## config.mk

```make
export PLATFORM = sky130hd
export DESIGN_NAME = lib_rr_interval_v1
export DESIGN_NICKNAME = d
export VERILOG_FILES = /design/src/rtl/lib_rr_pkg.sv /design/src/rtl/lib_rr_avg4.sv /design/src/rtl/lib_rr_interval_v1.sv
export SDC_FILE = /design/constraint.sdc
export NUM_CORES = 1
export LEC_CHECK = 0
export BUFFER_PORTS_ARGS = -buffer_cell sky130_fd_sc_hd__buf_2
export CORE_UTILIZATION = 30
export CTS_BUF_LIST = sky130_fd_sc_hd__clkbuf_2 sky130_fd_sc_hd__clkbuf_4 sky130_fd_sc_hd__clkbuf_8
export CTS_CLUSTER_DIAMETER = 150
export DETAILED_ROUTE_END_ITERATION = 7
export MAX_ROUTING_LAYER = met4
export PLACE_DENSITY = 0.51
export SYNTH_ARGS = -nofsm -noshare
export SYNTH_HDL_FRONTEND = slang
export SYNTH_HIERARCHICAL = 1
export SYNTH_SLANG_ARGS = --single-unit
```

## constraint.sdc

```tcl
create_clock -name clk -period 8.5 [get_ports clk]
set_clock_uncertainty 0.2 [all_clocks]
set_input_delay 0.425 -clock clk [delete_from_list [all_inputs] [get_ports clk]]
set_output_delay 0.425 -clock clk [all_outputs]
set_load 0.05 [all_outputs]
```

## src/rtl/lib_rr_pkg.sv

```systemverilog
// Shared definitions for the RR-interval meter: FSM state encoding and default sizing.
// Latency: n/a (package only).
// Backpressure: n/a (package only).
package lib_rr_pkg;

  // Measurement phases: waiting for a first edge, blanking after an edge, open measurement.
  typedef enum logic [1:0] {
    IDLE    = 2'd0,
    REFRACT = 2'd1,
    COUNT   = 2'd2
  } rr_state_t;

  // Default counter width and tick thresholds.
  localparam int unsigned RR_CNT_W_DEF   = 16;
  localparam int unsigned RR_REFRACT_DEF = 72;
  localparam int unsigned RR_MAX_DEF     = 1080;

  // Depth of the interval history used by the averager.
  localparam int unsigned RR_AVG_DEPTH   = 4;

endpackage

```

## src/rtl/lib_rr_avg4.sv

```systemverilog
// Running mean of the last four reported intervals (sum over CNT_W+2 bits, truncating /4).
// Latency: avg/avg_vld register on the same edge that registers the interval report.
// Backpressure: none; push/clear are single-cycle strobes that are always accepted.
module lib_rr_avg4
  import lib_rr_pkg::*;
#(
  parameter int unsigned CNT_W = RR_CNT_W_DEF
) (
  input  logic             clk,
  input  logic             reset_n,
  input  logic             push,
  input  logic             clear,
  input  logic [CNT_W-1:0] sample,
  output logic [CNT_W-1:0] avg,
  output logic             avg_vld
);

  // hist[0] is the newest interval; hist[3] is the one that leaves the window on a push.
  logic [CNT_W-1:0] hist [RR_AVG_DEPTH];
  logic [CNT_W+1:0] sum_q;
  logic [CNT_W+1:0] sum_next;
  logic [2:0]       fill;
  logic [2:0]       fill_next;

  // Window sum after a push: add the newcomer, drop the oldest. Unfilled slots hold zero,
  // so the same expression works while the history is still filling.
  assign sum_next  = sum_q + {2'b00, sample} - {2'b00, hist[RR_AVG_DEPTH-1]};
  assign fill_next = (fill == 3'd4) ? fill : fill + 3'd1;

  // History shift, running sum, fill level and registered average output.
  always_ff @(posedge clk or negedge reset_n) begin
    if (!reset_n) begin
      for (int i = 0; i < RR_AVG_DEPTH; i++) hist[i] <= '0;
      sum_q   <= '0;
      fill    <= 3'd0;
      avg     <= '0;
      avg_vld <= 1'b0;
    end else begin
      avg_vld <= 1'b0;
      if (clear) begin
        // An abandoned measurement breaks the sequence; restart the window from empty.
        for (int i = 0; i < RR_AVG_DEPTH; i++) hist[i] <= '0;
        sum_q <= '0;
        fill  <= 3'd0;
      end else if (push) begin
        for (int i = RR_AVG_DEPTH - 1; i > 0; i--) hist[i] <= hist[i-1];
        hist[0] <= sample;
        sum_q   <= sum_next;
        fill    <= fill_next;
        if (fill_next == 3'd4) begin
          avg     <= sum_next[CNT_W+1:2];
          avg_vld <= 1'b1;
        end
      end
    end
  end

endmodule

```

## src/rtl/lib_rr_interval_v1.sv

```systemverilog
// Edge-to-edge interval meter in sample ticks with refractory blanking and timeout; optional
// 4-interval mean compiled in with macro LIB_RR_AVG_EN (otherwise avg_o/avg_vld_o read 0).
// Latency: interval/timeout/average pulses one cycle after the deciding input. Backpressure: none.
module lib_rr_interval_v1
  import lib_rr_pkg::*;
#(
  parameter int unsigned CNT_W         = RR_CNT_W_DEF,
  parameter int unsigned REFRACT_TICKS = RR_REFRACT_DEF,
  parameter int unsigned MAX_TICKS     = RR_MAX_DEF
) (
  input  logic             clk,
  input  logic             reset_n,
  input  logic             tick_i,
  input  logic             edge_i,
  output logic [CNT_W-1:0] interval_o,
  output logic             interval_vld_o,
  output logic             timeout_o,
  output logic [CNT_W-1:0] avg_o,
  output logic             avg_vld_o
);

  localparam logic [CNT_W-1:0] REFRACT_C = CNT_W'(REFRACT_TICKS);
  localparam logic [CNT_W-1:0] MAX_C     = CNT_W'(MAX_TICKS);
  localparam logic [CNT_W-1:0] ONE_C     = {{(CNT_W-1){1'b0}}, 1'b1};

  rr_state_t        state;
  logic [CNT_W-1:0] cnt;
  logic [CNT_W-1:0] cnt_inc;
  logic             accept;
  logic             expire;

  assign cnt_inc = cnt + ONE_C;

  // An edge during an open measurement closes it; it takes priority over a coincident timeout.
  assign accept = (state == COUNT) && edge_i;
  assign expire = (state == COUNT) && !edge_i && tick_i && (cnt_inc == MAX_C);

  // Measurement FSM with registered interval value and one-cycle report/timeout pulses.
  always_ff @(posedge clk or negedge reset_n) begin
    if (!reset_n) begin
      state          <= IDLE;
      cnt            <= '0;
      interval_o     <= '0;
      interval_vld_o <= 1'b0;
      timeout_o      <= 1'b0;
    end else begin
      interval_vld_o <= 1'b0;
      timeout_o      <= 1'b0;
      unique case (state)
        IDLE: begin
          // First edge only arms the meter; there is no previous edge to measure from.
          if (edge_i) begin
            cnt   <= '0;
            state <= REFRACT;
          end
        end
        REFRACT: begin
          if (tick_i) begin
            cnt <= cnt_inc;
            if (cnt_inc == REFRACT_C) state <= COUNT;
          end
        end
        COUNT: begin
          if (accept) begin
            // Report the count as it stood before any tick arriving with this edge.
            interval_o     <= cnt;
            interval_vld_o <= 1'b1;
            cnt            <= '0;
            state          <= REFRACT;
          end else if (expire) begin
            // Abandon the measurement; cnt is not advanced so it can never reach MAX or wrap.
            timeout_o <= 1'b1;
            state     <= IDLE;
          end else if (tick_i) begin
            cnt <= cnt_inc;
          end
        end
        default: state <= IDLE;
      endcase
    end
  end

`ifdef LIB_RR_AVG_EN
  lib_rr_avg4 #(
    .CNT_W (CNT_W)
  ) u_avg4 (
    .clk     (clk),
    .reset_n (reset_n),
    .push    (accept),
    .clear   (expire),
    .sample  (cnt),
    .avg     (avg_o),
    .avg_vld (avg_vld_o)
  );
`else
  assign avg_o     = '0;
  assign avg_vld_o = 1'b0;
`endif

endmodule

```

Yosys cells after proc, flatten, opt, wreduce, memory -nomap -nowiden
Index checks and enable logic that the tools add are counted.
{"block": "classes", "addsub": 1, "n_eq_ne": 9, "mux": 16, "reduce_logical": 10}
{"cell": "$mux 16", "n": 4}
{"cell": "$pmux 16 s3", "n": 1}
{"cell": "$add 16x1->16 const B", "n": 1}
{"cell": "$eq 16x11->1 const B", "n": 1}
{"cell": "$eq 16x7->1 const B", "n": 1}
{"cell": "$mux 2", "n": 5}
{"cell": "$ne 2x2->1 const B", "n": 3}
{"cell": "$ne 3x3->1 const B", "n": 2}
{"cell": "$pmux 2 s3", "n": 1}
{"cell": "$mux 1", "n": 5}
{"cell": "$logic_and 1x1->1", "n": 4}
{"cell": "$reduce_and 4->1", "n": 1}
{"cell": "$reduce_and 3->1", "n": 1}
{"cell": "$reduce_bool 3->1", "n": 1}
{"cell": "$eq 2x1->1 const B", "n": 1}
{"cell": "$eq 2x2->1 const B", "n": 1}
{"cell": "$logic_not 2->1", "n": 1}
{"cell": "$reduce_and 2->1", "n": 1}
{"cell": "$logic_not 1->1", "n": 1}
{"block": "word_totals", "reg_bits": 36, "inputBits": 4, "output_inout_bits": 35, "wordCells": 41}

Depth between registers and ports, before layout
Gate-level depths: netlist of run 1.
{"block": "depth", "word_depth": 7, "mapped_depth": 9, "depth_no_buf": 8}

Least setup slack after synthesis of run 1
OpenSTA, ideal clock, no wires.
{"block": "synth_timing", "path_kind": "reg2reg", "start": "register cnt[0]", "end": "register cnt[14]", "setup_ns": 0.103, "arrival_ns": 2.515, "required_time_ns": 8.197, "setup_slack_ns": 5.681, "stages_incl_launch_ff": 10, "path_buffers": 1, "synth_period_minus_slack_ns": 2.819, "path_cell_list": "dfrtp_1 ha_1 nand3_1 nor4_1 mux2i_1 a21boi_2 a21o_1 or2_1 buf_6 o41ai_2"}
{"block": "synth_between", "elab_chain_len": 5, "word_cells_on_any_way": 9, "cone_classes": "add/sub (1); eq/ne (2); mux (4); reduce/logical (2)"}
{"item": "start, declared", "line_no": "lib_rr_interval_v1.sv:27", "source": "logic [CNT_W-1:0] cnt;"}
{"item": "start signal, assigned", "line_no": "lib_rr_interval_v1.sv:59", "source": "cnt <= cnt_inc;"}
{"item": "start signal, assigned", "line_no": "lib_rr_interval_v1.sv:75", "source": "cnt <= cnt_inc;"}
{"item": "$add 16x1->16 *", "line_no": "lib_rr_interval_v1.sv:32", "source": "assign cnt_inc = cnt + ONE_C;"}
{"item": "$eq 16x11->1 or $mux 16 (tied branches)", "line_no": "lib_rr_interval_v1.sv:36, lib_rr_interval_v1.sv:58, lib_rr_interval_v1.sv:74"}
{"item": "$logic_and 1x1->1 or $mux 16 (tied branches)", "line_no": "lib_rr_interval_v1.sv:36, lib_rr_interval_v1.sv:70"}
{"item": "$ne 3x3->1 (no source line) or $mux 16 (tied branches)"}
{"item": "$reduce_and 3->1 (no source line) or $pmux 16 s3 (tied branches)"}
Every way passes the cells marked *; elsewhere a longest branch is shown, timed or not. The select of a mux whose other input is x is not followed.
A chain may end at the register's enable or synchronous reset.

Worst setup path in the final report of run 1
{"block": "layout_timing", "start": "register cnt[0]", "end": "register cnt[13]"}
Same word-level chain as after synthesis.

==> results of run 1 <==
[cell usage in the layout, fill, tap and decap left out, drive strengths merged, types with 4 or more instances in the layout]
| master | n |
|---|---|
| xnor2 | 4 |
| nand4 | 7 |
| ha | 5 |
| nand3 | 10 |
| clkbuf | 7 |
| buf | 21 |
| nor3 | 5 |
| mux2 | 18 |
| nor2 | 13 |
| a21oi | 9 |
| dfrtp | 36 |
| o21ai | 14 |
| conb | 17 |
| o31ai | 8 |
| nand2 | 14 |
| inv | 5 |
| and3 | 6 |
[critical path: stages, from the launching register on]
cell      delay, ns
dfrtp_1        0.50
ha_1           0.29
nand3_1        0.23
nor4_1         0.53
mux2i_1        0.33
a21boi_2       0.11
a21o_1         0.32
or2_1          0.47
o31ai_1        0.39
[power by group]
part / internal [W] / total [W] / leakage [nW] / switching, W
registers: 0.000181 / 0.000194 / 0.499 / 0.0000124
logic: 0.0000509 / 0.000165 / 0.585 / 0.000114
clock network: 0.0000722 / 0.000133 / 0.0503 / 0.0000606
total: 0.000305 / 0.000491 / 1.13 / 0.000187
[final timing paths]
| check | startpoint | endpoint | slack (ns) | depth (start not counted) |
|---|---|---|---|---|
| worst min register to register | interval_o[3]$_DFFE_PN0P_ | interval_o[3]$_DFFE_PN0P_ | 0.30 | 1 |
| worst max register to register | cnt[0]$_DFFE_PN0P_ | cnt[13]$_DFFE_PN0P_ | 5.01 | 8 |
| min in group clk | interval_o[3]$_DFFE_PN0P_ | interval_o[3]$_DFFE_PN0P_ | 0.30 | 1 |
| max in group asynchronous | reset_n | cnt[2]$_DFFE_PN0P_ | 7.56 | 1 |
| worst min-delay path | reset_n | interval_vld_o$_DFF_PN0_ | 0.03 | 1 |
| worst max-delay path | cnt[0]$_DFFE_PN0P_ | cnt[13]$_DFFE_PN0P_ | 5.01 | 8 |
[logic make-up (layout without fill, tap and decap cells)]
group	count (synthesis)	count (layout)	synth area share
adder cells (fa/ha/maj)	5	5	0.02846
AO/OA/AOI/OAI	45	45	0.1434
other	1	17	0.001706
XOR/XNOR	6	6	0.02390
flip-flops	36	36	0.4098
buffers and inverters	36	33	0.09732
AND/OR/NAND/NOR	73	73	0.1986
multiplexers	19	19	0.09675
[state kept, by name (all words and copies together) (netlist names)]
signal,cells
cnt,16
interval_o,16
interval_vld_o,1
state,2
timeout_o,1
[layout make-up]
cell class,instances,area [µm²]
Clock buffer,7,96.34
Tap cell,96,120.1
Timing Repair Buffer,21,105.1
Inverter,5,18.77
Fill cell,723,4559
Multi-Input combinational cell,165,1144
Sequential cell,36,900.9
[metal layers]
metal  vias up  track usage
li1        798            -
met1       804       0.1901
met2        59       0.2081
met3         9      0.03205
met4         0      0.04918
met5         -            -
[through the flow]
| step | worst slack (ns) | cell area, µm² |
|---|---|---|
| 6_report | 5.006 | 2385 |
| 2_1_floorplan | 5.681 | 2258 |
| 4_1_cts | 4.984 | 2385 |
| 3_3_place_gp | 5.238 | 2288 |
| 5_1_grt | 4.712 | 2385 |
| 3_5_place_dp | 5.017 | 2288 |
==> impl_metrics.env, run 1 <==
export IMPL_finalSetupViolations=0
export IMPL_route_detailed_drc=0
export IMPL_syn_mean_instance_area_um2=9.947
export IMPL_cts_tree="yes"
export IMPL_boundaryPins=39
export IMPL_p_per_area_nw_per_um2=206.0
export IMPL_hold_viol_final=0
export IMPL_cts_buffers=5
export IMPL_htreeDepth=2
export IMPL_post_cts_resized=0
export IMPL_required_ns=8.47
export IMPL_peakVddDrop_mv=0.07654
export IMPL_place_congestion=0.8702
export IMPL_hold_ws_ns=0.02801
export IMPL_drtIter0Drc=155
export IMPL_rsz0062_at_grt="false"
export IMPL_cts_hold_buffers=0
export IMPL_grt_use_total=0.1412
export IMPL_drv_slew=0
export IMPL_hpwl_um=3223
export IMPL_cp_max_fo=15
export IMPL_fmax_mhz=286.2
export IMPL_critPathLaunchType="flop"
export IMPL_antennaDiodeCount=0
export IMPL_yosys_warnings=6
export IMPL_dr_pass1_iters=4
export IMPL_synth_async_sr_flop_share=1.000
export IMPL_highest_layer="met4"
export IMPL_num_rows=30
export IMPL_nets=243
export IMPL_dieArea_um2=7674
export IMPL_setup_tns_ns=0
export IMPL_wl_met1_um=2200
export IMPL_worstMarginPinSlew_ns=0.8162
export IMPL_final_antenna_net_count=0
export IMPL_period_minus_slack_ns=3.494
export IMPL_final_instance_count_excl_fill=330
export IMPL_synthTopCellsByCount="dfrtp_1 (36), buf_4 (18), mux2_2 (18), nand2_1 (14), o21ai_0 (14)"
export IMPL_grt_pass1_vias=1513
export IMPL_drv_cap=0
export IMPL_clk_latency_ns=0.29
export IMPL_die_y_um=87.60
export IMPL_synth_cells=221
export IMPL_synth_top_flop_cell="dfrtp_1"
export IMPL_area_delta_synth_final_pct=8.481
export IMPL_final_core_util=0.3434
export IMPL_post_cts_setup_buffer_count=0
export IMPL_crit_type="reg2reg"
export IMPL_via_per_inst=5.061
export IMPL_clock_path_buffers=2
export IMPL_dp_cells=323
export IMPL_port_buffers=21
export IMPL_die_x_um=87.60
export IMPL_ys_top_cells_by_area="dfrtp_1 (41%), mux2_2 (9.2%), buf_4 (6.1%)"
export IMPL_netlist_area_um2=2198
export IMPL_ys_seq_area_frac=0.4098
export IMPL_cts_sinks=36
export IMPL_synth_top_area_share=0.4098
export IMPL_antenna_found_initial=0
export IMPL_route_met2_wl_um=2141
export IMPL_cts_root_buf="clkbuf_8"
export IMPL_worstSetupEndpointType="flop"
export IMPL_arrival_ns=3.47
export IMPL_wirelength_um=4712
export IMPL_coreArea_um2=6944
export IMPL_final_period_utilization=0.4110
export IMPL_synth_cell_types=49
export IMPL_vias=1670
export IMPL_p_leak_nw=1.135
export IMPL_clk_pin_slew_ns=0.07
export IMPL_relSlewSlack=0.4559
export IMPL_wl_met3_um=291
export IMPL_yosysMostFrequentCell="dfrtp_1"
export IMPL_outcome="complete, no violations"
export IMPL_synth_edf_count=0
export IMPL_grt_overflow=0
export IMPL_wire_per_inst_um=14.28
export IMPL_grt_pass1_wl_um=7990
export IMPL_start_util=0.3166
export IMPL_synth_top_cell_by_area="dfrtp_1"
export IMPL_ys_seq_elements=36
export IMPL_layout_drive_gt1_share=0.2265
export IMPL_finalPower_w=0.0004912
export IMPL_grt_max_degree=37
export IMPL_hold_path_class="in2async"
(Power assumes the default switching activity.)
==> run 2, diff against run 1 <==
==> constraint.sdc (replaced) <==
create_clock -name clk -period 3.4 [get_ports clk]
set_clock_uncertainty 0.2 [all_clocks]
set_input_delay 0.17 -clock clk [delete_from_list [all_inputs] [get_ports clk]]
set_output_delay 0.17 -clock clk [all_outputs]
set_load 0.05 [all_outputs]
==> run 2 against run 1 <==
Die area unchanged. Critical path type unchanged. Cell count up 1.5%. Critical path depth up 1. Largest power group unchanged. Register-to-register slack worse by 4.6 ns. First-iteration DRC count down 5.8%. Sequential cell count unchanged. Wire length down 0.72%. Via count down 1.3%. Utilization up 0.49 points. Setup slack worse by 4.6 ns. Final area up 1.4%. Highest routed layer unchanged.
==> impl_metrics.env, run 2 (synthesis gave the netlist of run 1 again) <==
export IMPL_htreeDepth=2
export IMPL_cts_tree="yes"
export IMPL_seqPwrFrac=0.387
export IMPL_start_util=0.3166
export IMPL_grt_pass1_wl_um=7790
export IMPL_layout_commonest_cell="dfrtp_1"
export IMPL_nets=247
export IMPL_drv_cap=0
export IMPL_critPathLaunchType="flop"
export IMPL_finalPower_w=0.001250
export IMPL_hold_path_class="in2reg"
export IMPL_mostFrequentLayoutCells="dfrtp_1 (36), buf_2 (21), mux2_2 (18)"
export IMPL_grt_use_total=0.1365
export IMPL_via_per_inst=4.922
export IMPL_hold_viol_final=0
export IMPL_switching_share=0.3807
export IMPL_required_ns=3.37
export IMPL_cts_buffers=5
export IMPL_route_detailed_drc=0
export IMPL_post_cts_resized=0
export IMPL_dr_pass1_iters=4
export IMPL_clk_latency_ns=0.28
export IMPL_dieArea_um2=7674
export IMPL_comb_power_share=0.350
export IMPL_clock_path_buffers=2
export IMPL_die_y_um=87.60
export IMPL_hp_start="edge_i"
export IMPL_wirelength_um=4678
export IMPL_fmax_mhz=329.8
export IMPL_grt_max_degree=37
export IMPL_whs_path_depth=4
export IMPL_cts_root_buf="clkbuf_8"
export IMPL_hpwl_um=3266
export IMPL_num_rows=30
export IMPL_cts_sinks=36
export IMPL_worstSetupEndpointType="flop"
export IMPL_outcome="complete, no violations"
export IMPL_p_leak_nw=1.156
export IMPL_arrival_ns=3.01
export IMPL_drv_slew=0
export IMPL_wire_per_inst_um=13.96
export IMPL_power_switching_w=0.0004757
export IMPL_setup_tns_ns=0
export IMPL_antennaDiodeCount=0
export IMPL_grt_overflow=0
export IMPL_die_x_um=87.60
export IMPL_timing_rr_start="cnt[0]$_DFFE_PN0P_"
export IMPL_cp_max_fo=11
export IMPL_coreArea_um2=6944
export IMPL_finalSetupViolations=0
export IMPL_min_to="timeout_o$_DFF_PN0_"
export IMPL_final_antenna_net_count=0
export IMPL_rr_worst_depth=9
export IMPL_place_congestion=0.8250
export IMPL_vias=1649
export IMPL_layout_drive_gt1_share=0.2385
export IMPL_worstMarginPinSlew_ns=0.7953
export IMPL_fillers=725
export IMPL_p_per_area_nw_per_um2=516.7
export IMPL_clk_pin_slew_ns=0.07
export IMPL_crit_type="reg2reg"
export IMPL_final_period_utilization=0.8918
export IMPL_peakVddDrop_mv=0.2246
export IMPL_period_minus_slack_ns=3.032
export IMPL_antenna_found_initial=0
export IMPL_relSlewSlack=0.4698
export IMPL_boundaryPins=39
export IMPL_grt_pass1_vias=1500
export IMPL_port_buffers=21
export IMPL_rsz0062_at_grt="false"
export IMPL_rr_endpoint="cnt[3]$_DFFE_PN0P_"
export IMPL_reg_largest_list="cnt (16), interval_o (16), state (2)"
export IMPL_drtIter0Drc=146
export IMPL_p_int_w=0.0007739
export IMPL_pwr_share_clk=0.263
export IMPL_rrSetupSlack_ns=0.37
export IMPL_area_delta_synth_final_pct=10.02
run 2: cell types whose count changed in the layout (fill, tap and decap cells not counted), sizes merged:
cell	delta
dlygate4sd3	+1
clkbuf	+1
buf	+3
run 2: cell type report:
type                    instances  area (µm²)  area share
clock buffers                   8       97.59     0.04035
inverters                       5       18.77    0.007760
multi-input cells             165        1144      0.4728
flip-flops and latches         36       900.9      0.3725
well taps                      96       120.1     0.04966
repair buffers                 25       137.6     0.05691
run 2: stage by stage:
stage	setup slack (ns)	std cells	util	hold WS, ns	instance area (µm²)
after floorplan	0.5814	237	-	-0.3256	2258
after global placement	0.4777	326	0.3328	0.1220	2311
after detailed placement	0.4127	326	0.3328	0.1239	2311
after CTS	0.3615	335	0.3483	0.1097	2419
after global routing	0.1195	335	0.3483	0.1274	2419
final	0.3677	335	0.3483	0.1039	2419
run 2: how the worst max path moves through the flow:
stage / cells past startpoint / to / start
after detailed placement: 9 / cnt[3]$_DFFE_PN0P_ / cnt[0]$_DFFE_PN0P_
after CTS: 9 / cnt[3]$_DFFE_PN0P_ / cnt[0]$_DFFE_PN0P_
after global placement: 9 / cnt[3]$_DFFE_PN0P_ / cnt[0]$_DFFE_PN0P_
after floorplan: 9 / cnt[14]$_DFFE_PN0P_ / cnt[0]$_DFFE_PN0P_
final: 9 / cnt[3]$_DFFE_PN0P_ / cnt[0]$_DFFE_PN0P_
after global routing: 9 / cnt[3]$_DFFE_PN0P_ / cnt[0]$_DFFE_PN0P_
run 2: power groups by stage:
stage                     combinational (W)  clock (W)  sequential (W)
after CTS                          0.000440   0.000343        0.000484
final                              0.000437   0.000329        0.000484
after detailed placement           0.000435          0        0.000493
after floorplan                    0.000330          0        0.000512
after global placement             0.000441          0        0.000492
after global routing               0.000487   0.000363        0.000489
run 2: timing repair:
| action | in CTS | in global routing |
|---|---|---|
| endpoints found under the setup margin | 0 | 0 |
| buffers inserted | 0 | 0 |
| hold endpoints to repair | 36 | 0 |
| hold buffers | 1 | 0 |
run 2: routing by layer:
metal,part of all wire,track usage
met2,0.44,0.1982
met5,0,-
met3,0.045,0.03393
met4,0.014,0.03875
met1,0.50,0.1880
run 2: worst max-delay path, cell delays in order, from the launching register on:
cell and delay (ns):
dfrtp_1 0.50, ha_1 0.30, nand3_1 0.22, nor4_1 0.23, buf_4 0.18, mux2i_1 0.25, a21boi_2 0.11, a21o_1 0.17
or2_1 0.42, o41ai_1 0.36
==> run 3, diff against run 2 <==
--- a/config.mk
+++ b/config.mk
@@ -10,8 +10,7 @@
 export CTS_BUF_LIST = sky130_fd_sc_hd__clkbuf_2 sky130_fd_sc_hd__clkbuf_4 sky130_fd_sc_hd__clkbuf_8
 export CTS_CLUSTER_DIAMETER = 150
 export DETAILED_ROUTE_END_ITERATION = 7
-export MAX_ROUTING_LAYER = met4
-export PLACE_DENSITY = 0.51
+export PLACE_DENSITY = 0.53
 export SYNTH_ARGS = -nofsm -noshare
 export SYNTH_HDL_FRONTEND = slang
 export SYNTH_HIERARCHICAL = 1
==> constraint.sdc (replaced) <==
create_clock -name clk -period 2.47 [get_ports clk]
set_clock_uncertainty 0.2 [all_clocks]
set_input_delay 0.1235 -clock clk [delete_from_list [all_inputs] [get_ports clk]]
set_output_delay 0.1235 -clock clk [all_outputs]
set_load 0.05 [all_outputs]
==> run 3 against run 2 <==
The flow now finishes with violations (setup timing). Sequential cell count stayed put. Non-clock buffer count grew 54. Cell count is 16% higher. Critical path depth down 1. Critical endpoint is now state[0]$_DFFE_PN0P_. Clock power rose by 41%. Sequential power up 37%. Setup slack worse by 0.43 ns. Critical path type unchanged. Utilization rose by 9.1 points. Die area unchanged. Global-route usage up 1.9 points. Sequential share of layout area fell by 7.5 points. Wire length is 21% higher.
==> impl_metrics.env, run 3 (synthesis gave the netlist of run 1 again) <==
export IMPL_grt_use_met2=0.2628
export IMPL_clk_latency_ns=0.29
export IMPL_final_instance_count_excl_fill=389
export IMPL_mostFrequentLayoutCells="buf_4 (51), dfrtp_1 (30), buf_2 (21)"
export IMPL_outcome="finished with violations"
export IMPL_hold_viol_final=0
export IMPL_required_ns=2.45
export IMPL_area_delta_synth_final_pct=38.70
export IMPL_grt_pass1_wl_um=9032
export IMPL_hold_path_class="in2reg"
export IMPL_crit_type="reg2reg"
export IMPL_period_minus_slack_ns=2.536
export IMPL_grt_use_met3=0.02828
export IMPL_arrival_ns=2.52
export IMPL_peakVddDrop_mv=0.2930
export IMPL_dp_cells=369
export IMPL_wirelength_um=5681
export IMPL_setup_tns_ns=-0.4400
export IMPL_grt_max_degree=37
export IMPL_start_util=0.3166
export IMPL_met1_usage=0.2025
export IMPL_critPathLaunchType="flop"
export IMPL_worst_slack_ns=-0.06635
export IMPL_grt_pass1_vias=1786
export IMPL_crit_chain="buf_6 > nand4_4 > or4_4 > nand3_2 > a21boi_4 > nand4bb_1 > a21oi_2 > mux2_2"
export IMPL_top_usage_layer="met2"
export IMPL_cts_sinks=36
export IMPL_num_rows=30
export IMPL_hpwl_um=3892
export IMPL_grt_use_total=0.1552
export IMPL_wire_per_inst_um=14.60
export IMPL_nets=301
export IMPL_coreArea_um2=6944
export IMPL_rsz0062_at_grt="true"
export IMPL_finalSetupViolations=14
export IMPL_die_x_um=87.60
export IMPL_vias=1902
export IMPL_via_per_inst=4.889
export IMPL_cts_buffers=5
export IMPL_reg_largest_list="cnt (16), interval_o (16), state (2)"
export IMPL_final_period_utilization=1.027
export IMPL_antennaDiodeCount=0
export IMPL_final_antenna_net_count=0
export IMPL_layout_drive_gt1_share=0.4846
export IMPL_dieArea_um2=7674
export IMPL_htreeDepth=2
export IMPL_drv_cap=0
export IMPL_p_per_area_nw_per_um2=657.3
export IMPL_fillers=642
export IMPL_dr_pass1_iters=4
export IMPL_cts_root_buf="clkbuf_8"
export IMPL_slowest_delay_ns=0.57
export IMPL_worstSetupEndpointType="flop"
export IMPL_cp_max_fo=6
export IMPL_clk_pin_slew_ns=0.07
export IMPL_boundaryPins=39
export IMPL_die_y_um=87.60
export IMPL_layout_commonest_cell="buf_4"
export IMPL_cts_tree="yes"
export IMPL_cp_slowest_cell="or4_4"
export IMPL_worstMarginPinSlew_ns=0.8164
export IMPL_p_leak_nw=1.492
export IMPL_antenna_found_initial=0
export IMPL_place_congestion=0.8190
export IMPL_grt_overflow=0
export IMPL_violations="setup timing"
export IMPL_route_detailed_drc=0
export IMPL_port_buffers=21
export IMPL_relSlewSlack=0.4557
export IMPL_drv_slew=0
export IMPL_clock_path_buffers=2
export IMPL_fmax_mhz=394.3
export IMPL_drtIter0Drc=111
export IMPL_finalPower_w=0.002004
run 3: cell types whose count changed in the layout (fill, tap and decap cells not counted), sizes merged:
| cell | change |
|---|---|
| buf | +53 |
| dlygate4sd3 | +1 |
run 3: layout make-up:
cell class                      instances  area, µm²  share of cell area
Multi-Input combinational cell        165       1331              0.4366
Sequential cell                        36      908.4              0.2979
Timing Repair Buffer                   79      573.1              0.1879
Tap cell                               96      120.1             0.03939
Clock buffer                            8      97.59             0.03201
Inverter                                5      18.77            0.006155
run 3: worst paths after layout:
check | startpoint | endpoint | slack, ns | cells after the start
max | cnt[1]$_DFFE_PN0P_ | state[0]$_DFFE_PN0P_ | -0.07 | 8
min | tick_i | cnt[7]$_DFFE_PN0P_ | 0.13 | 4
max reg2reg | cnt[1]$_DFFE_PN0P_ | state[0]$_DFFE_PN0P_ | -0.07 | 8
min reg2reg | interval_o[4]$_DFFE_PN0P_ | interval_o[4]$_DFFE_PN0P_ | 0.30 | 1
max in group asynchronous | reset_n | cnt[3]$_DFFE_PN0P_ | 1.24 | 2
min in group asynchronous | reset_n | interval_o[9]$_DFFE_PN0P_ | 0.24 | 2
run 3: per-stage QoR:
step / setup slack [ns] / utilization / hold slack, ns / cell area, µm²
after CTS: -0.06517 / 0.4207 / 0.1204 / 2922
after detailed placement: -0.1647 / 0.3877 / 0.07336 / 2693
after global placement: -0.1229 / 0.3877 / 0.07180 / 2693
after global routing: -0.1701 / 0.4391 / 0.1551 / 3049
after floorplan: 0.005865 / - / -0.3721 / 2306
final: -0.06635 / 0.4391 / 0.1322 / 3049
run 3: timing repair:
| action | CTS | global route |
|---|---|---|
| buffers inserted | 6 | 4 |
| endpoints found under the hold margin | 38 | 0 |
| hold buffers | 2 | 0 |
| pin swaps | 5 | 15 |
| endpoints found under the setup margin | 17 | 19 |
| resized for setup | 19 | 24 |
run 3: layer usage:
| metal | share of wire | vias to the layer above | wire [µm] |
|---|---|---|---|
| met4 | 0.018 | 0 | 101 |
| li1 | - | 911 | - |
| met5 | 0 | - | 0 |
| met3 | 0.029 | 11 | 164 |
| met1 | 0.46 | 941 | 2601 |
| met2 | 0.50 | 39 | 2813 |
run 3: report_power, final:
group | switching, W | internal (W)
registers | 0.0000347 | 0.000626
logic | 0.000527 | 0.000352
clock network | 0.000214 | 0.000250
run 3: worst max-delay path, delay by kind of cell, from the launching register on:
family / cells / cell delay [ns]
muxes: 1 / 0.35
buffers and inverters: 1 / 0.12
and+or+nand+nor: 4 / 0.98
DFF: 1 / 0.41
AOI/OAI and AO/OA: 2 / 0.37
